File: config.mk
export PLATFORM = sky130hd
export DESIGN_NAME = rs232_tx_arb
export DESIGN_NICKNAME = d
export VERILOG_FILES = /design/src/rtl/rs232_tx_arb_pkg.sv /design/src/rtl/rs232_tx_arb_rr_pick.sv /design/src/rtl/rs232_tx_arb.sv
export SDC_FILE = /design/constraint.sdc
export NUM_CORES = 1
export LEC_CHECK = 0
export ABC_CLOCK_PERIOD_IN_PS = 2200
export BUFFER_PORTS_ARGS = -buffer_cell sky130_fd_sc_hd__buf_2
export CORE_ASPECT_RATIO = 1.2
export CORE_MARGIN = 2
export CORE_UTILIZATION = 48
export DETAILED_ROUTE_END_ITERATION = 12
export PLACE_DENSITY = 0.88
export SETUP_SLACK_MARGIN = 0.02
export SKIP_LAST_GASP = 1
export SLEW_MARGIN = 20
export SYNTH_ARGS = -nofsm -noshare
export SYNTH_HDL_FRONTEND = slang
export SYNTH_SLANG_ARGS = --single-unit
File: constraint.sdc
create_clock -name clk -period 2.2 [get_ports clk]
set_clock_uncertainty 0.2 [all_clocks]
set_input_delay 0.33 -clock clk [delete_from_list [all_inputs] [get_ports clk]]
set_output_delay 0.33 -clock clk [all_outputs]
set_load 0.02 [all_outputs]
File: src/rtl/rs232_tx_arb_pkg.sv
// Shared types and helpers for the RS-232 transmit arbiter.
// Holds the FSM state encoding and the clogb2 width helper.
package rs232_tx_arb_pkg;

  typedef enum logic [1:0] {
    S_IDLE  = 2'd0,
    S_ISSUE = 2'd1,
    S_LOCK  = 2'd2
  } state_t;

  // Number of bits needed to index 'value' items (ceil(log2(value))).
  function automatic int clogb2(input int value);
    int result;
    result = 0;
    for (int v = value - 1; v > 0; v = v >> 1) result++;
    return result;
  endfunction

endpackage

File: src/rtl/rs232_tx_arb_rr_pick.sv
// Combinational round-robin picker: first set request at or above ptr, with wrap.
// The request vector is doubled so the wrap becomes a plain upward search.
module rs232_tx_arb_rr_pick
  import rs232_tx_arb_pkg::*;
#(
  parameter int P_NCLIENTS = 4,
  localparam int W = clogb2(P_NCLIENTS)
) (
  input  logic [P_NCLIENTS-1:0] req,
  input  logic [W-1:0]          ptr,
  output logic [W-1:0]          winner,
  output logic                  valid
);

  logic [2*P_NCLIENTS-1:0] dbl;

  assign dbl = {req, req};

  // NOTE: every output gets a default before the search so no latch is inferred.
  always_comb begin
    winner = '0;
    valid  = 1'b0;
    // Descending scan: the lowest qualifying index is written last and wins.
    for (int i = 2 * P_NCLIENTS - 1; i >= 0; i--) begin
      if (dbl[i] && (i >= int'(ptr))) begin
        valid  = 1'b1;
        winner = W'(i % P_NCLIENTS);
      end
    end
  end

endmodule

File: src/rtl/rs232_tx_arb.sv
// Round-robin arbiter sharing one RS-232 serializer among several byte sources.
// A client holding cl_last low keeps the serializer until its message ends or stalls.
module rs232_tx_arb
  import rs232_tx_arb_pkg::*;
#(
  parameter int P_NCLIENTS     = 4,
  parameter int P_LOCK_TIMEOUT = 65535
) (
  input  logic                            clk,
  input  logic                            rst_n,
  input  logic [P_NCLIENTS-1:0]           cl_req,
  input  logic [8*P_NCLIENTS-1:0]         cl_data,
  input  logic [P_NCLIENTS-1:0]           cl_last,
  output logic [P_NCLIENTS-1:0]           cl_ack,
  output logic                            ser_req,
  output logic [7:0]                      ser_data,
  input  logic                            ser_ack,
  output logic [clogb2(P_NCLIENTS)-1:0]   grant_id,
  output logic                            busy
);

  localparam int W  = clogb2(P_NCLIENTS);
  localparam int CW = clogb2(P_LOCK_TIMEOUT + 1);
  localparam logic [CW-1:0] LOCK_LAST = CW'(P_LOCK_TIMEOUT - 1);
  localparam logic [W-1:0]  LAST_ID   = W'(P_NCLIENTS - 1);
  localparam logic [P_NCLIENTS-1:0] ONE = P_NCLIENTS'(1);

  state_t         state;
  logic [W-1:0]   rr_ptr;
  logic           lock_r;
  logic [CW-1:0]  lock_cnt;

  logic [W-1:0]   pick_id;
  logic           pick_valid;
  logic           take;
  logic [W-1:0]   take_id;
  logic [W-1:0]   next_ptr;

  rs232_tx_arb_rr_pick #(.P_NCLIENTS(P_NCLIENTS)) u_pick (
    .req    (cl_req),
    .ptr    (rr_ptr),
    .winner (pick_id),
    .valid  (pick_valid)
  );

  assign next_ptr = (grant_id == LAST_ID) ? '0 : grant_id + 1'b1;
  assign busy     = (state != S_IDLE);

  // While locked only the owner may be served; otherwise the picker decides.
  always_comb begin
    take    = 1'b0;
    take_id = pick_id;
    case (state)
      S_IDLE: take = pick_valid;
      S_LOCK: begin
        take    = cl_req[grant_id];
        take_id = grant_id;
      end
      default: ;
    endcase
  end

  // NOTE: sequential state uses non-blocking assignments so every register
  // samples the values from before the edge.
  always_ff @(posedge clk or negedge rst_n) begin
    if (!rst_n) begin
      state    <= S_IDLE;
      rr_ptr   <= '0;
      lock_r   <= 1'b0;
      lock_cnt <= '0;
      grant_id <= '0;
      ser_data <= '0;
      ser_req  <= 1'b0;
      cl_ack   <= '0;
    end else begin
      cl_ack <= '0;
      case (state)
        S_IDLE, S_LOCK: begin
          if (take) begin
            grant_id <= take_id;
            ser_data <= cl_data[8*take_id +: 8];
            lock_r   <= ~cl_last[take_id];
            cl_ack   <= ONE << take_id;
            ser_req  <= 1'b1;
            state    <= S_ISSUE;
          end else if (state == S_LOCK) begin
            lock_cnt <= lock_cnt + 1'b1;
            if (lock_cnt == LOCK_LAST) begin
              rr_ptr <= next_ptr;
              state  <= S_IDLE;
            end
          end
        end
        S_ISSUE: begin
          if (ser_ack) begin
            ser_req <= 1'b0;
            if (lock_r) begin
              lock_cnt <= '0;
              state    <= S_LOCK;
            end else begin
              rr_ptr <= next_ptr;
              state  <= S_IDLE;
            end
          end
        end
        default: state <= S_IDLE;
      endcase
    end
  end

endmodule

==> metrics.csv <==
metric,value,unit
drc,0,
dieHeight,78.43,µm
outcome,finished clean,
layout-drive-gt1-share,0.3854,
tightest_slew,449.1,ps
wl,5330,µm
syn_nets,267,
cp-end-kind,register,
antenna_left,0,
reg2reg_slack,40,ps
grt_use_met2,0.3838,
avgRoutedWirePerCell,14.85,µm
place_area,0.002693,mm²
worst_ep_arrival_time,2120,ps
fin_nets,346,
firstDrtPassIters,4,
slew_viol_final,0,
whs_path_depth,3,
setup_viol,0,
dieArea,0.005178,mm²
port_buffers,58,
cellLeakagePower,1.311,nW
core-area,0.004527,mm²
numCtsBuffers,5,
grt_pass1_wl,8666,µm
initial_core_util,0.4895,
synth_seq_cells,36,
crit_fanout,5,
min_period,2163,ps
peakVddDrop,0.5001,mV
routed-via-count,2003,
synth-seq-area-share,0.4065,
first_global_vias,1925,
r2r-start,grant_id[0]$_DFFE_PN0P_,
postSynthCellCount,221,
met3_usage,0.04298,
clk_pin_slew,80,ps
rsz0062_at_grt,true,
async_flop_share,1.000,
cts.sinks,36,
min_to,ser_data[0]$_DFFE_PN0P_,
routabilityCongestion,0.8368,
power.total,3.447,mW
postLayoutCellArea,0.002861,mm²
insertion_delay,300,ps
hold_class,primary input to register,
grt_max_degree,20,
dpl.hpwl,3988,µm
relSlewSlack,0.6929,
yosysWarnings,0,
diodes,0,
critPathKind,register to register,
crit_required,2150,ps
synth_top_flop_cell,dfrtp_1,
die_width,66.03,µm
antenna_found_initial,0,
busiest_layer,met2,
finalCritPeriodShare,0.9830,
groute.usage.overall,0.2115,
final_common_cell,buf_2,
grt.overflow.total,0,
worstRegToRegCells,6,
hold_viol,0,
ioPinCount,59,
cap_violations,0,
r2r-end,ser_data[5]$_DFFE_PN0P_,
vias_per_cell,5.579,
num_rows,27,
drt_iter0_markers,147,
crit_path_start_kind,register,
area_delta_synth_final,29.14,%
synth-edff-count,0,
cts_root_buf,clkbuf_8,
max_freq,462.4,MHz
use_met1,0.2468,
layout_common_cells,"buf_2, dfrtp_1, nor2_1",
htreeDepth,2,
syn_area,0.002216,mm²
hold_start,cl_data[8],
avgSynthCellArea,10.03,µm²
clock_path_buffers,2,
cts_tree,built,
yosysUniqueCellTypes,50,
power.density,1205,mW/mm²
## stage by stage
step,hold slack (ps),setup TNS (ps),setup slack (ps),std cells,utilization
floorplan,-165.6,0,29.26,221,-
global placement,97.06,-24.25,-24.25,346,0.5948
detailed placement,98.36,-201.6,-73.45,346,0.5948
CTS,162.2,0,0.4443,357,0.6213
global route,170.3,-93.30,-28.98,359,0.6321
finish,160.2,0,37.49,359,0.6321
## critical path: stages (launching register included)
cell	delay [ps]
dfrtp_2	420
mux4_2	370
nor2b_2	60
or3_4	400
buf_4	160
a2111oi_4	320
a211oi_1	100
## logic make-up after synthesis
family | after synthesis | synth area share
buf+inv | 13 | 0.03105
mux | 12 | 0.06098
flops | 36 | 0.4065
fa+ha+maj | 3 | 0.01694
xor+xnor | 12 | 0.04743
simple gates | 98 | 0.2326
compound gates | 47 | 0.2044
## state kept, by name, summed over array words and instances, names as in the netlist
name,flops
grant_id,2
lock_cnt,16
lock_r,1
cl_ack,4
rr_ptr,2
ser_req,1
state,2
ser_data,8
## worst max-delay path by stage
stage / from / endpoint / slack [ps] / cells after the start
floorplan: grant_id[0]$_DFFE_PN0P_ / ser_data[2]$_DFFE_PN0P_ / 30 / 6
global placement: cl_req[3] / lock_cnt[14]$_DFFE_PN0P_ / -20 / 7
detailed placement: cl_req[3] / lock_cnt[14]$_DFFE_PN0P_ / -70 / 7
CTS: grant_id[0]$_DFFE_PN0P_ / ser_data[2]$_DFFE_PN0P_ / 0.4 / 6
global route: grant_id[0]$_DFFE_PN0P_ / ser_data[0]$_DFFE_PN0P_ / -30 / 5
finish: grant_id[0]$_DFFE_PN0P_ / ser_data[5]$_DFFE_PN0P_ / 40 / 6
## synth_stat cells, types with 2 or more instances
cell | number | area share
a2111oi_0 | 3 | 0.012
a2111oi_4 | 6 | 0.075
a211oi_1 | 8 | 0.027
a21boi_0 | 2 | 0.0068
a21oi_1 | 14 | 0.032
and3_1 | 3 | 0.0085
and3b_1 | 2 | 0.0079
and4_1 | 2 | 0.0079
buf_2 | 4 | 0.0090
buf_4 | 2 | 0.0068
clkbuf_1 | 4 | 0.0068
dfrtp_1 | 36 | 0.41
ha_1 | 3 | 0.017
inv_1 | 2 | 0.0034
mux2_2 | 2 | 0.010
mux2i_1 | 9 | 0.041
nand2_1 | 20 | 0.034
nand2b_1 | 3 | 0.0085
nand3_1 | 9 | 0.020
nand4_1 | 3 | 0.0085
nor2_1 | 29 | 0.049
nor2b_1 | 2 | 0.0056
nor3_1 | 7 | 0.016
nor3b_1 | 3 | 0.010
o21a_1 | 2 | 0.0068
o21ai_0 | 5 | 0.011
or2_2 | 3 | 0.0085
xnor2_1 | 7 | 0.028
xor2_1 | 5 | 0.020
## routing by layer
metal	routed length, µm	vias up
li1	-	964
met1	2112	953
met2	2735	77
met3	401	9
met4	81	0
met5	0	-
## area by class of cell
class / count / area (µm²)
timing repair buffer: 82 / 485.5
tap: 58 / 72.57
clock buffer: 5 / 68.82
multi-input combinational: 173 / 1306
sequential: 36 / 902.1
clock inverter: 3 / 18.77
inverter: 2 / 7.507
fill: 353 / 1665
## power by group
group          internal (mW)  switching (mW)  total, mW
registers              0.857           0.150       1.01
logic                  0.876            1.09       1.96
clock network          0.221           0.257      0.478
## timing repair
action / 4_1_cts / 5_1_grt
gates cloned: 0 / 1
resized for setup: 3 / 7
buffers inserted: 2 / 1
pin swaps: 1 / 4
endpoints found under the setup margin: 8 / 15
hold buffers: 1 / 0
hold endpoints to repair: 17 / 0
Note: power is estimated with default switching activity, not from simulation.
